File: src/rtl/shared_register_arbiter.sv
// rtl/shared_register_arbiter.sv - round-robin write arbiter sharing one N-bit register among M requesters
//
// Optional feature macro: REG_ARB_LOCK_EN (owner lock for back-to-back multi-beat writes)
//
// Ports:
//   clk    in   clock, all state updates on the rising edge
//   rst    in   synchronous active-high reset
//   req    in   [M]   per-requester level-sensitive write request
//   lock   in   [M]   per-requester lock hint (ignored unless REG_ARB_LOCK_EN)
//   din    in   [M*N] packed write data, requester i on [i*N +: N]
//   gnt    out  [M]   registered one-hot grant
//   ack    out  [M]   one-hot single-cycle write acknowledge
//   Q      out  [N]   shared register contents
//   owner  out  [W]   index of the current or most recent grantee
//   busy   out        high whenever the FSM is not idle
module shared_register_arbiter #(
    parameter  int N = 5,
    parameter  int M = 4,
    localparam int W = $clog2(M)
) (
    input  logic           clk,
    input  logic           rst,
    input  logic [M-1:0]   req,
    input  logic [M-1:0]   lock,
    input  logic [M*N-1:0] din,
    output logic [M-1:0]   gnt,
    output logic [M-1:0]   ack,
    output logic [N-1:0]   Q,
    output logic [W-1:0]   owner,
    output logic           busy
);

    typedef enum logic [1:0] {
        IDLE  = 2'd0,
        GRANT = 2'd1,
        WRITE = 2'd2
    } state_t;

    state_t         r_state;
    state_t         w_state_nxt;
    logic [N-1:0]   r_q;
    logic [M-1:0]   r_gnt;
    logic [M-1:0]   r_ack;
    logic [W-1:0]   r_owner;
    logic [W-1:0]   r_ptr;
    logic           r_busy;

    logic [W-1:0]   w_owner_nxt;
    logic [M-1:0]   w_gnt_nxt;
    logic [M-1:0]   w_ack_nxt;
    logic           w_load;
    logic [M-1:0]   w_owner_oh;
    logic [M-1:0]   w_elig;
    logic [W-1:0]   w_win;
    logic           w_relock;

    // Index increment modulo M; works for non-power-of-two M as well.
    function automatic logic [W-1:0] next_idx(input logic [W-1:0] i);
        return (i == W'(M - 1)) ? '0 : i + W'(1);
    endfunction

    function automatic logic [M-1:0] onehot(input logic [W-1:0] i);
        return {{(M-1){1'b0}}, 1'b1} << i;
    endfunction

    // First set bit of r scanning upward from base, wrapping modulo M.
    function automatic logic [W-1:0] rr_pick(input logic [M-1:0] r, input logic [W-1:0] base);
        logic [W-1:0] cand;
        logic [W-1:0] pick;
        logic         found;
        cand  = base;
        pick  = '0;
        found = 1'b0;
        for (int i = 0; i < M; i++) begin
            if (!found && r[cand]) begin
                pick  = cand;
                found = 1'b1;
            end
            cand = next_idx(cand);
        end
        return pick;
    endfunction

`ifdef REG_ARB_LOCK_EN
    // Number of consecutive writes by the owner within the current lock run.
    logic [2:0] r_lock_cnt;

    always_comb begin
        w_relock = (r_state == WRITE) && lock[r_owner] && req[r_owner] && (r_lock_cnt < 3'd4);
    end
`else
    logic w_lock_unused;

    always_comb begin
        w_relock = 1'b0;
    end

    assign w_lock_unused = ^lock;
`endif

    // In WRITE the current owner is masked so it cannot be re-granted straight away.
    // The pointer has already moved to owner+1 on the write edge, so the scan
    // starts just past the owner.
    always_comb begin
        w_owner_oh = onehot(r_owner);
        w_elig     = (r_state == WRITE) ? (req & ~w_owner_oh) : req;
        w_win      = rr_pick(w_elig, r_ptr);
    end

    always_comb begin
        w_state_nxt = r_state;
        w_owner_nxt = r_owner;
        w_gnt_nxt   = '0;
        w_ack_nxt   = '0;
        w_load      = 1'b0;
        case (r_state)
            IDLE: begin
                if (|req) begin
                    w_state_nxt = GRANT;
                    w_owner_nxt = w_win;
                    w_gnt_nxt   = onehot(w_win);
                end
            end
            GRANT: begin
                if (req[r_owner]) begin
                    w_state_nxt = WRITE;
                    w_load      = 1'b1;
                    w_ack_nxt   = w_owner_oh;
                end else begin
                    // Abort: the requester withdrew, nothing is written.
                    w_state_nxt = IDLE;
                end
            end
            WRITE: begin
                if (w_relock) begin
                    w_state_nxt = GRANT;
                    w_gnt_nxt   = w_owner_oh;
                end else if (|w_elig) begin
                    w_state_nxt = GRANT;
                    w_owner_nxt = w_win;
                    w_gnt_nxt   = onehot(w_win);
                end else begin
                    w_state_nxt = IDLE;
                end
            end
            default: begin
                w_state_nxt = IDLE;
            end
        endcase
    end

    always_ff @(posedge clk) begin
        if (rst) begin
            r_state <= IDLE;
            r_q     <= '0;
            r_gnt   <= '0;
            r_ack   <= '0;
            r_owner <= '0;
            r_ptr   <= '0;
            r_busy  <= 1'b0;
        end else begin
            r_state <= w_state_nxt;
            r_gnt   <= w_gnt_nxt;
            r_ack   <= w_ack_nxt;
            r_owner <= w_owner_nxt;
            r_busy  <= (w_state_nxt != IDLE);
            if (w_load) begin
                r_q   <= din[int'(r_owner)*N +: N];
                // During a lock run the owner is re-granted without arbitration,
                // so advancing here leaves the next real arbitration unchanged.
                r_ptr <= next_idx(r_owner);
            end
        end
    end

`ifdef REG_ARB_LOCK_EN
    always_ff @(posedge clk) begin
        if (rst) begin
            r_lock_cnt <= 3'd0;
        end else if (w_load) begin
            r_lock_cnt <= r_lock_cnt + 3'd1;
        end else if ((w_state_nxt == IDLE) || ((w_state_nxt == GRANT) && !w_relock)) begin
            r_lock_cnt <= 3'd0;
        end
    end
`endif

    assign gnt   = r_gnt;
    assign ack   = r_ack;
    assign Q     = r_q;
    assign owner = r_owner;
    assign busy  = r_busy;

endmodule
File: config.mk
export PLATFORM = sky130hd
export DESIGN_NAME = shared_register_arbiter
export DESIGN_NICKNAME = d
export VERILOG_FILES = /design/src/rtl/shared_register_arbiter.sv
export SDC_FILE = /design/constraint.sdc
export NUM_CORES = 1
export LEC_CHECK = 0
export CORE_MARGIN = 2
export CORE_UTILIZATION = 47
export DETAILED_ROUTE_END_ITERATION = 8
export GPL_TIMING_DRIVEN = 0
export PLACE_DENSITY_LB_ADDON = 0.08
export SETUP_SLACK_MARGIN = 0.15
export SLEW_MARGIN = 20
export SYNTH_ARGS = -nofsm -noshare
export SYNTH_HDL_FRONTEND = slang
export SYNTH_SLANG_ARGS = --single-unit
File: constraint.sdc
create_clock -name clk -period 7.3 [get_ports clk]
set_input_delay 1.095 -clock clk [delete_from_list [all_inputs] [get_ports clk]]
set_output_delay 1.095 -clock clk [all_outputs]
set_load 0.05 [all_outputs]
==> run metrics, run 1 <==
outcome finished, final reports clean; Power Density 206.2 nW/um2; Worst-Margin Slew around 0.68 ns; DP HPWL between 2 and 2.5 mm; Synthesized Nets 165; Clk Latency, worst-skew pair 0.31 ns; leakage 0.0007109 uW; Max IR drop VDD 0.1550 mV; core area 2455 um2; clk buf depth 2; Fill cells 209; crit end category flop; Detail Route Antenna Nets 0; Async S/R FF share, synth 0%; Synth Area in Simple Gates 22.86%; row count 18; setup TNS 0 ns; Port Buffer Count 41; RD Place Congestion between 0.8 and 0.9; largest family of logic cells by synthesized area simple AND/OR/NAND/NOR gates; DRT iter0 DRCs 30; Post-Layout Inst Area 1715 um2; Clk network pwr share 25.9%; initial antenna violation count 0; met1 usage just over 30%; cell count after synthesis 130; Data arrival, critical path 3.00 ns; commonest cells after routing, fill and taps aside clkdlybuf4s50_1 (41), dfxtp_1 (20), nor2_1 (15), and2_1 (8), nand2_1 (8); Reg clk slew, reported paths 0.12 ns; kind of critical path reg -> reg; leading cell type in the layout, fill and taps excluded clkdlybuf4s50_1; Final Util 69.88%; hold depth 2; EDFF count, synth 0; CTS tree done; Worst path max stage delay 0.42 ns; H-tree depth 1; Total Power 353.8 uW; starting density of the core 49.49%; multi-input combinational cell area roughly 770 um2; worst r2r path cells 9; Post-Synth Adder-Cell Area 5.149%; # DRC 0; maxcap violations 0; wire per inst 14.75 um; via/cell ratio a little under 6; Compound-Gate Fraction of Synth Area 17.61%; Fmax 360.3 MHz; #FFs+latches synth 20; Placed Instance Area 1663 um2; Psw 119.1 uW; RSZ-0062 raised after global routing no; cells along the critical path clkbuf_1, inv_1, ha_1, and3b_1, a2111o_1, a222oi_1, o211a_1, nor3_1, a2111oi_2; XOR/XNOR share of the synthesized area 0.7209%; via count between 1000 and 1500; Root Buffer clkbuf_4; gr busiest metal met2; fin crit share 38.02%; sequential-to-total area share from yosys stat 32.96%; Critical Path RT 7.52 ns; met2 GRT Util between 30% and 40%; antenna cells 0; switching portion of total power 33.68%; worst hold path class reg -> reg; met3 Track Usage GR between 3 and 4%; cells resized by post-CTS repair 0; Synth Area per Inst 9.346 um2; largest net degree at the start of global routing 13; Hold Fails Final Rpt 0; Die Height 54.84 um; CP Max Fanout 7; first-pass GRT wire length slightly below 5 mm; layout cells sized above 1 a little under a tenth; die extent in x 54.84 um; Layout Skew between 0.004 and 0.005 ns; nets@finish 211; Post-CTS Hold Fix Bufs 0; Yosys warnings 0; grt ovf 0; fin. max-slew vios 0; Register Area between 400 and 500 um2; # Post-CTS Setup Buffers 0; Die ar. 3007 um2; Initial DRT Pass Iterations 7; area grow syn2layout 41.20%; Period minus WS final 2.776 ns; synth unique cells 39; Int Power 234.6 uW; mapped cell area 1215 um2; Max-slew headroom 54.20%; CTS buffer count 3; final wirelength 3.024 mm; Most used DFF post-synth dfxtp_1; IO Pins 46; GR Util All Layers 23.12%; Final setup viols 0; fin cells 205; Placed Instances 201; CP max stage cell dfxtp_1; Reg power frac 35.7%; CTS Sinks 20; post-synthesis mux area share 16.89%; logic gate share of total power 38.4%; number of global-route vias before repair 1093; Startpoint Class flop
==> cell usage after synthesis (2+ instances only) <==
library cell,instances,area share (%)
dfxtp_1,20,33
nor2_1,15,4.6
and2_1,8,4.1
nand2_1,8,2.5
inv_1,7,2.2
mux2i_1,7,5.8
mux4_2,6,11
a21oi_1,5,2.1
ha_1,5,5.1
o21ai_0,5,2.1
clkbuf_1,4,1.2
nand3b_1,3,1.9
nor2b_1,3,1.5
nor3_1,3,1.2
a221oi_1,2,1.4
a31o_2,2,1.4
and3_1,2,1.0
and3b_1,2,1.4
o211a_1,2,1.6
o31ai_1,2,1.2
==> flip-flops by register name, summed over array words and instances (netlist names) <==
signal,count
r_ptr,2
busy,1
owner,2
ack,4
gnt,4
r_state,2
Q,5
==> path summary, 6_finish.rpt <==
check,start,endpoint,slack [ns]
max,owner[1],owner[1],4.52
min,Q[3],Q[3],0.51
max reg2reg,owner[1],owner[1],4.52
min reg2reg,Q[3],Q[3],0.51
==> critical path: cells and delay by family, from the launching register on <==
family | cells | cell delay, ns
AOI/OAI and AO/OA | 4 | 1.20
buffers and inverters | 2 | 0.53
DFF | 1 | 0.42
adders and majority gates | 1 | 0.28
and+or+nand+nor | 2 | 0.26
==> metal layers <==
| layer | vias to the layer above | part of all wire (%) | wire (um) |
|---|---|---|---|
| met5 | - | 0 | 0 |
| li1 | 573 | - | - |
| met4 | 0 | 2.2 | 68 |
| met2 | 63 | 48 | 1443 |
| met3 | 12 | 6.8 | 207 |
| met1 | 558 | 43 | 1306 |
==> kinds of logic after synthesis <==
logic type	after synthesis
multiplexers	13
flip-flops	20
adder cells (fa/ha/maj)	5
AND/OR/NAND/NOR	51
XOR/XNOR	1
buffers and inverters	12
AO/OA/AOI/OAI	28
==> layout make-up <==
class | instances | area share [%]
multi-input cells | 98 | 44.78
repair buffers | 41 | 23.92
flip-flops and latches | 20 | 23.34
well taps | 30 | 2.188
clock inverters | 1 | 1.751
inverters | 7 | 1.532
clock buffers | 3 | 1.313
plain buffers | 5 | 1.167
==> power by group through the flow <==
| stage | combinational, uW | clock (uW) | sequential (uW) |
|---|---|---|---|
| floorplan | 64.8 | 0 | 154 |
| global placement | 131 | 0 | 128 |
| detailed placement | 134 | 0 | 129 |
| CTS | 135 | 93.0 | 126 |
| global route | 146 | 96.0 | 128 |
| finish | 136 | 91.5 | 126 |
==> through the flow <==
step	worst slack [ns]	hold slack (ns)
CTS	4.540	0.5199
global placement	4.256	0.4775
floorplan	4.578	0.5124
detailed placement	4.229	0.4933
global route	4.361	0.5562
finish	4.524	0.5118
(Power assumes the default switching activity.)
==> run 2, diff against run 1 <==
--- a/config.mk
+++ b/config.mk
@@ -6,7 +6,7 @@
 export NUM_CORES = 1
 export LEC_CHECK = 0
 export CORE_MARGIN = 2
-export CORE_UTILIZATION = 47
+export CORE_UTILIZATION = 39
 export DETAILED_ROUTE_END_ITERATION = 8
 export GPL_TIMING_DRIVEN = 0
 export PLACE_DENSITY_LB_ADDON = 0.08
==> constraint.sdc (replaced) <==
create_clock -name clk -period 2.3 [get_ports clk]
set_input_delay 0.345 -clock clk [delete_from_list [all_inputs] [get_ports clk]]
set_output_delay 0.345 -clock clk [all_outputs]
set_load 0.05 [all_outputs]
==> run 2 against run 1 <==
- first-iteration DRC count rose by 60%
- critical path depth did not move
- sequential share of layout area fell by 2.1 points
==> run metrics, run 2 (synthesized netlist as in run 1, its figures left out) <==
row count 20; switching portion of total power 33.13%; fin crit share 93.61%; H-tree depth 1; area grow syn2layout 60.76%; Fmax 464.4 MHz; worst r2r src owner[1]; Max-slew headroom 58.78%; CTS buffer count 3; # DRC 0; R2R Setup Slk approximately 0.15 ns; Register Area 415.4 um2; worst hold path class reg -> reg; Startpoint Class flop; Min Hold Slack 0.5120 ns; clk buf depth 2; Worst setup startpoint owner[1]; Hold Crit Endpoint Q[1]; cells along the critical path clkbuf_16, inv_8, ha_4, nand3b_4, a2111o_1, a222oi_1, o211a_1, nor3_2, a2111oi_2; final wirelength 3.479 mm; Worst path max stage delay 0.44 ns; first-pass GRT wire length 5.395 mm; layout cells sized above 1 25.67%; Reg power frac 32.9%; Max IR drop VDD 0.3089 mV; die extent in x 59.82 um; crit end category flop; RSZ-0062 raised after global routing yes; hold depth 2; Hold Fails Final Rpt 0; Clk Latency, worst-skew pair 0.29 ns; maxcap violations 0; grt ovf 0; logic gate share of total power 43.8%; fin. max-slew vios 0; FF-to-FF End owner[1]; Placed Instances about 200; Fill cells 262; Data arrival, critical path 2.35 ns; via/cell ratio ~5.7; DRT iter0 DRCs 48; Detail Route Antenna Nets 0; IO Pins 46; nets@finish 223; CP Max Fanout 4; worst r2r path cells 9; Post-Layout Inst Area 1953 um2; via count 1259; Critical Path RT approximately 2.5 ns; leakage a little over 0.0008 uW; Root Buffer clkbuf_4; DP HPWL 2.509 mm; Clk network pwr share between 20% and 30%; fin cells 220; Placed Instance Area approximately 1700 um2; antenna cells 0; CP max stage cell a2111o_1; CTS Sinks 20; Int Power 808.9 uW; worst path bufs/invs 2; Port Buffer Count 41; initial antenna violation count 0; HP Start Q[1]; Reg clk slew, reported paths 0.12 ns; commonest cells after routing, fill and taps aside clkdlybuf4s50_1 (41), dfxtp_1 (16), nor2_1 (15), buf_4 (13); Initial DRT Pass Iterations 4; outcome finished, final reports clean; number of global-route vias before repair 1199; Final setup viols 0; GR Util All Layers 19.60%; kind of critical path reg -> reg; Die ar. approximately 3600 um2; Layout Skew between 0.006 and 0.007 ns; CTS tree done; max FFs per register 5; wire per inst 15.81 um; Power Density 619.3 nW/um2; largest net degree at the start of global routing 13; core area between 3000 and 4000 um2; leading cell type in the layout, fill and taps excluded clkdlybuf4s50_1; starting density of the core between 40% and 50%; Period minus WS final 2.153 ns; CP delay by family, top compound AO/OA/AOI/OAI gates; Psw 400.7 uW; Worst-Margin Slew just over 0.6 ns; Die Height 59.82 um; multi-input combinational cell area approximately 850 um2; RD Place Congestion 0.8663
## run 2: cell count changes in the layout (fill, tap and decap cells not counted), sizes merged
cell,before,now
buf,1,14
clkbuf,7,6
## run 2: final cells by class
class	instances	share of cell area, %
plain buffers	4	2.691
well taps	33	2.114
inverters	7	1.858
multi-input cells	98	43.37
repair buffers	54	26.01
flip-flops and latches	20	21.27
clock buffers	3	1.153
clock inverters	1	1.537
## run 2: metal layers
| layer | GRT usage [%] | share of wire [%] |
|---|---|---|
| met1 | 23.97 | 43 |
| met2 | 35.09 | 50 |
| met3 | 3.463 | 7.0 |
| met4 | 5.079 | 0.66 |
| met5 | 0 | 0 |
## run 2: worst reg2reg max path, cell delays in order, from the launching register on
cell	delay [ns]
dfxtp_4	0.37
clkbuf_16	0.15
inv_8	0.06
ha_4	0.14
nand3b_4	0.09
a2111o_1	0.44
a222oi_1	0.31
o211a_1	0.25
nor3_2	0.05
a2111oi_2	0.20
## run 2: worst max-delay path by stage
stage	end	depth (start not counted)
floorplan	owner[1]	9
global placement	owner[1]	6
detailed placement	owner[1]	9
CTS	owner[1]	9
global route	owner[1]	9
finish	owner[1]	9
## run 2: power by group through the flow
stage / sequential, uW / clock [uW] / combinational (uW)
finish: 398 / 282 / 530
global route: 402 / 306 / 567
CTS: 398 / 285 / 496
detailed placement: 412 / 0 / 449
global placement: 410 / 0 / 447
floorplan: 492 / 0 / 224
## run 2: repair_timing
item,4_1_cts,5_1_grt
hold buffers,0,0
resized for setup,13,10
buffers inserted,5,8
endpoints found under the setup margin,6,6
pin swaps,3,2
## run 2: metrics by stage
stage / setup TNS [ns] / power (uW) / util [%] / worst slack [ns]
floorplan: 0 / 715.5 / - / 0.1068
global placement: -0.2190 / 857.3 / 57.17 / -0.07933
detailed placement: -0.2004 / 861.0 / 57.17 / -0.06734
CTS: 0 / 1180 / 61.83 / 0.1501
global route: -0.01210 / 1275 / 65.04 / -0.01210
finish: 0 / 1210 / 65.04 / 0.1469
==> run 3, diff against run 2 <==
--- a/config.mk
+++ b/config.mk
@@ -5,11 +5,11 @@
 export SDC_FILE = /design/constraint.sdc
 export NUM_CORES = 1
 export LEC_CHECK = 0
-export CORE_MARGIN = 2
+export CORE_MARGIN = 4
 export CORE_UTILIZATION = 39
 export DETAILED_ROUTE_END_ITERATION = 8
 export GPL_TIMING_DRIVEN = 0
-export PLACE_DENSITY_LB_ADDON = 0.08
+export PLACE_DENSITY = 0.75
 export SETUP_SLACK_MARGIN = 0.15
 export SLEW_MARGIN = 20
 export SYNTH_ARGS = -nofsm -noshare
==> run 3 against run 2 <==
- sequential power about the same
- wire length increased by 4.1%
- worst setup slack lost 0.035 ns
- utilization increased by 2.5 points
- fmax down 1.6%
- clock skew shrank 0.0060 ns
- largest cell class unchanged
==> run metrics, run 3 (synthesized netlist as in run 1, its figures left out) <==
Hold Fails Final Rpt 0; Detail Route Antenna Nets 0; row count 19; nets@finish 220; H-tree depth 1; Min Hold Slack 0.5055 ns; CTS buffer count 3; Die ar. 4072 um2; commonest cells after routing, fill and taps aside clkdlybuf4s50_1 (41), dfxtp_1 (16), nor2_1 (15), buf_4 (9), and2_1 (8); final wirelength around 3.6 mm; leading cell type in the layout, fill and taps excluded clkdlybuf4s50_1; wire per inst 16.03 um; Worst setup startpoint owner[1]; Reg clk slew, reported paths 0.11 ns; Setup WS pre-CTS -0.1334 ns; kind of critical path reg -> reg; DRT iter0 DRCs 55; Period minus WS final 2.188 ns; starting density of the core 42.24%; worst r2r src owner[1]; outcome finished, final reports clean; via/cell ratio 5.456; Int Power 805.7 uW; Clk network pwr share a little under a quarter; DP HPWL roughly 2.8 mm; Fill cells 231; Max IR drop VDD 0.6066 mV; multi-input combinational cell area 844.6 um2; RD Place Congestion 0.8864; Root Buffer clkbuf_4; Data arrival, critical path 2.43 ns; Clk Latency, worst-skew pair 0.31 ns; leakage approximately 0.00080 uW; grt ovf 0; Psw 415.0 uW; CP Max Fanout 4; GR Util All Layers between 10% and 20%; via count around 1200; core area 2877 um2; R2R Setup Slk 0.11 ns; Layout Skew 0.0004388 ns; Placed Instance Area 1728 um2; Final setup viols 0; area grow syn2layout 59.94%; CTS Sinks 20; Die Height around 64 um; Post-Layout Inst Area 1943 um2; switching portion of total power 33.99%; logic gate share of total power between 40% and 50%; crit end category flop; largest net degree at the start of global routing 13; fin. max-slew vios 0; final worst slack about 0.11 ns; # DRC 0; initial antenna violation count 0; Critical Path RT between 2 and 3 ns; first-pass GRT wire length a little over 6 mm; Worst-Margin Slew 0.5988 ns; Reg power frac 32.6%; Register Area 415.4 um2; RSZ-0062 raised after global routing yes; IO Pins 46; Power Density 628.2 nW/um2; maxcap violations 0; antenna cells 0; HP Start Q[2]; die extent in x 63.82 um; Initial DRT Pass Iterations 4; Startpoint Class flop; max FFs per register 5; Post-CTS Hold Fix Bufs 0; Fmax between 400 and 500 MHz; clk buf depth 2; fin crit share 95.12%; number of global-route vias before repair 1227; Max-slew headroom 60.08%; worst hold path class reg -> reg; CTS tree done; layout cells sized above 1 23.37%; Port Buffer Count 41
-- run 3: changes by cell type in the layout (fill, tap and decap cells not counted) --
cell,delta
buf_4,-4
and2_1,+1
and2_4,-1
buf_6,+1
o21ai_2,-1
o21ai_4,+1
o311ai_1,+1
o311ai_2,-1
-- run 3: final cells by class --
class                           count  share of cell area (%)
Buffer                              4                   2.704
Clock buffer                        3                   1.159
Clock inverter                      1                   1.545
Inverter                            7                   1.867
Multi-Input combinational cell     98                   43.46
Sequential cell                    20                   21.38
Tap cell                           42                   2.704
Timing Repair Buffer               51                   25.18
-- run 3: final timing paths --
| check | endpoint | depth (start not counted) |
|---|---|---|
| worst max-delay path | gnt[3] | 9 |
| worst min-delay path | Q[2] | 2 |
| worst max register to register | gnt[3] | 9 |
| worst min register to register | Q[2] | 2 |
-- run 3: per-layer routing --
layer	track usage, %	vias to the layer above	wire length [um]
met5	0	-	0
met4	7.547	0	63
met3	3.678	6	145
met2	33.55	45	1870
met1	23.13	591	1544
li1	-	591	-
-- run 3: worst max-delay path: stages, from the launching register on --
cell,delay (ns)
dfxtp_4,0.38
clkbuf_16,0.14
inv_8,0.04
ha_4,0.16
and3b_1,0.17
a2111o_1,0.37
a222oi_1,0.31
o211a_1,0.27
o21ai_4,0.09
nor4_2,0.20
-- run 3: repair_timing --
action                     4_1_cts  5_1_grt
resized for setup               17        5
pin swaps                        5        1
cloned                           0        0
buffers inserted                 9        1
setup endpoints to repair        6        6
-- run 3: power groups by stage --
| stage | sequential [uW] | clock, uW | combinational (uW) |
|---|---|---|---|
| floorplan | 492 | 0 | 224 |
| global placement | 410 | 0 | 446 |
| detailed placement | 413 | 0 | 453 |
| CTS | 398 | 295 | 518 |
| global route | 403 | 318 | 568 |
| finish | 398 | 292 | 531 |
-- run 3: stage by stage --
stage	total power [uW]	TNS (ns)	utilization [%]	std cells
floorplan	715.5	0	-	130
global placement	856.2	-0.2474	60.07	213
detailed placement	866.1	-0.4628	60.07	213
CTS	1210	0	66.59	226
global route	1289	-0.006687	67.55	226
finish	1221	0	67.55	226
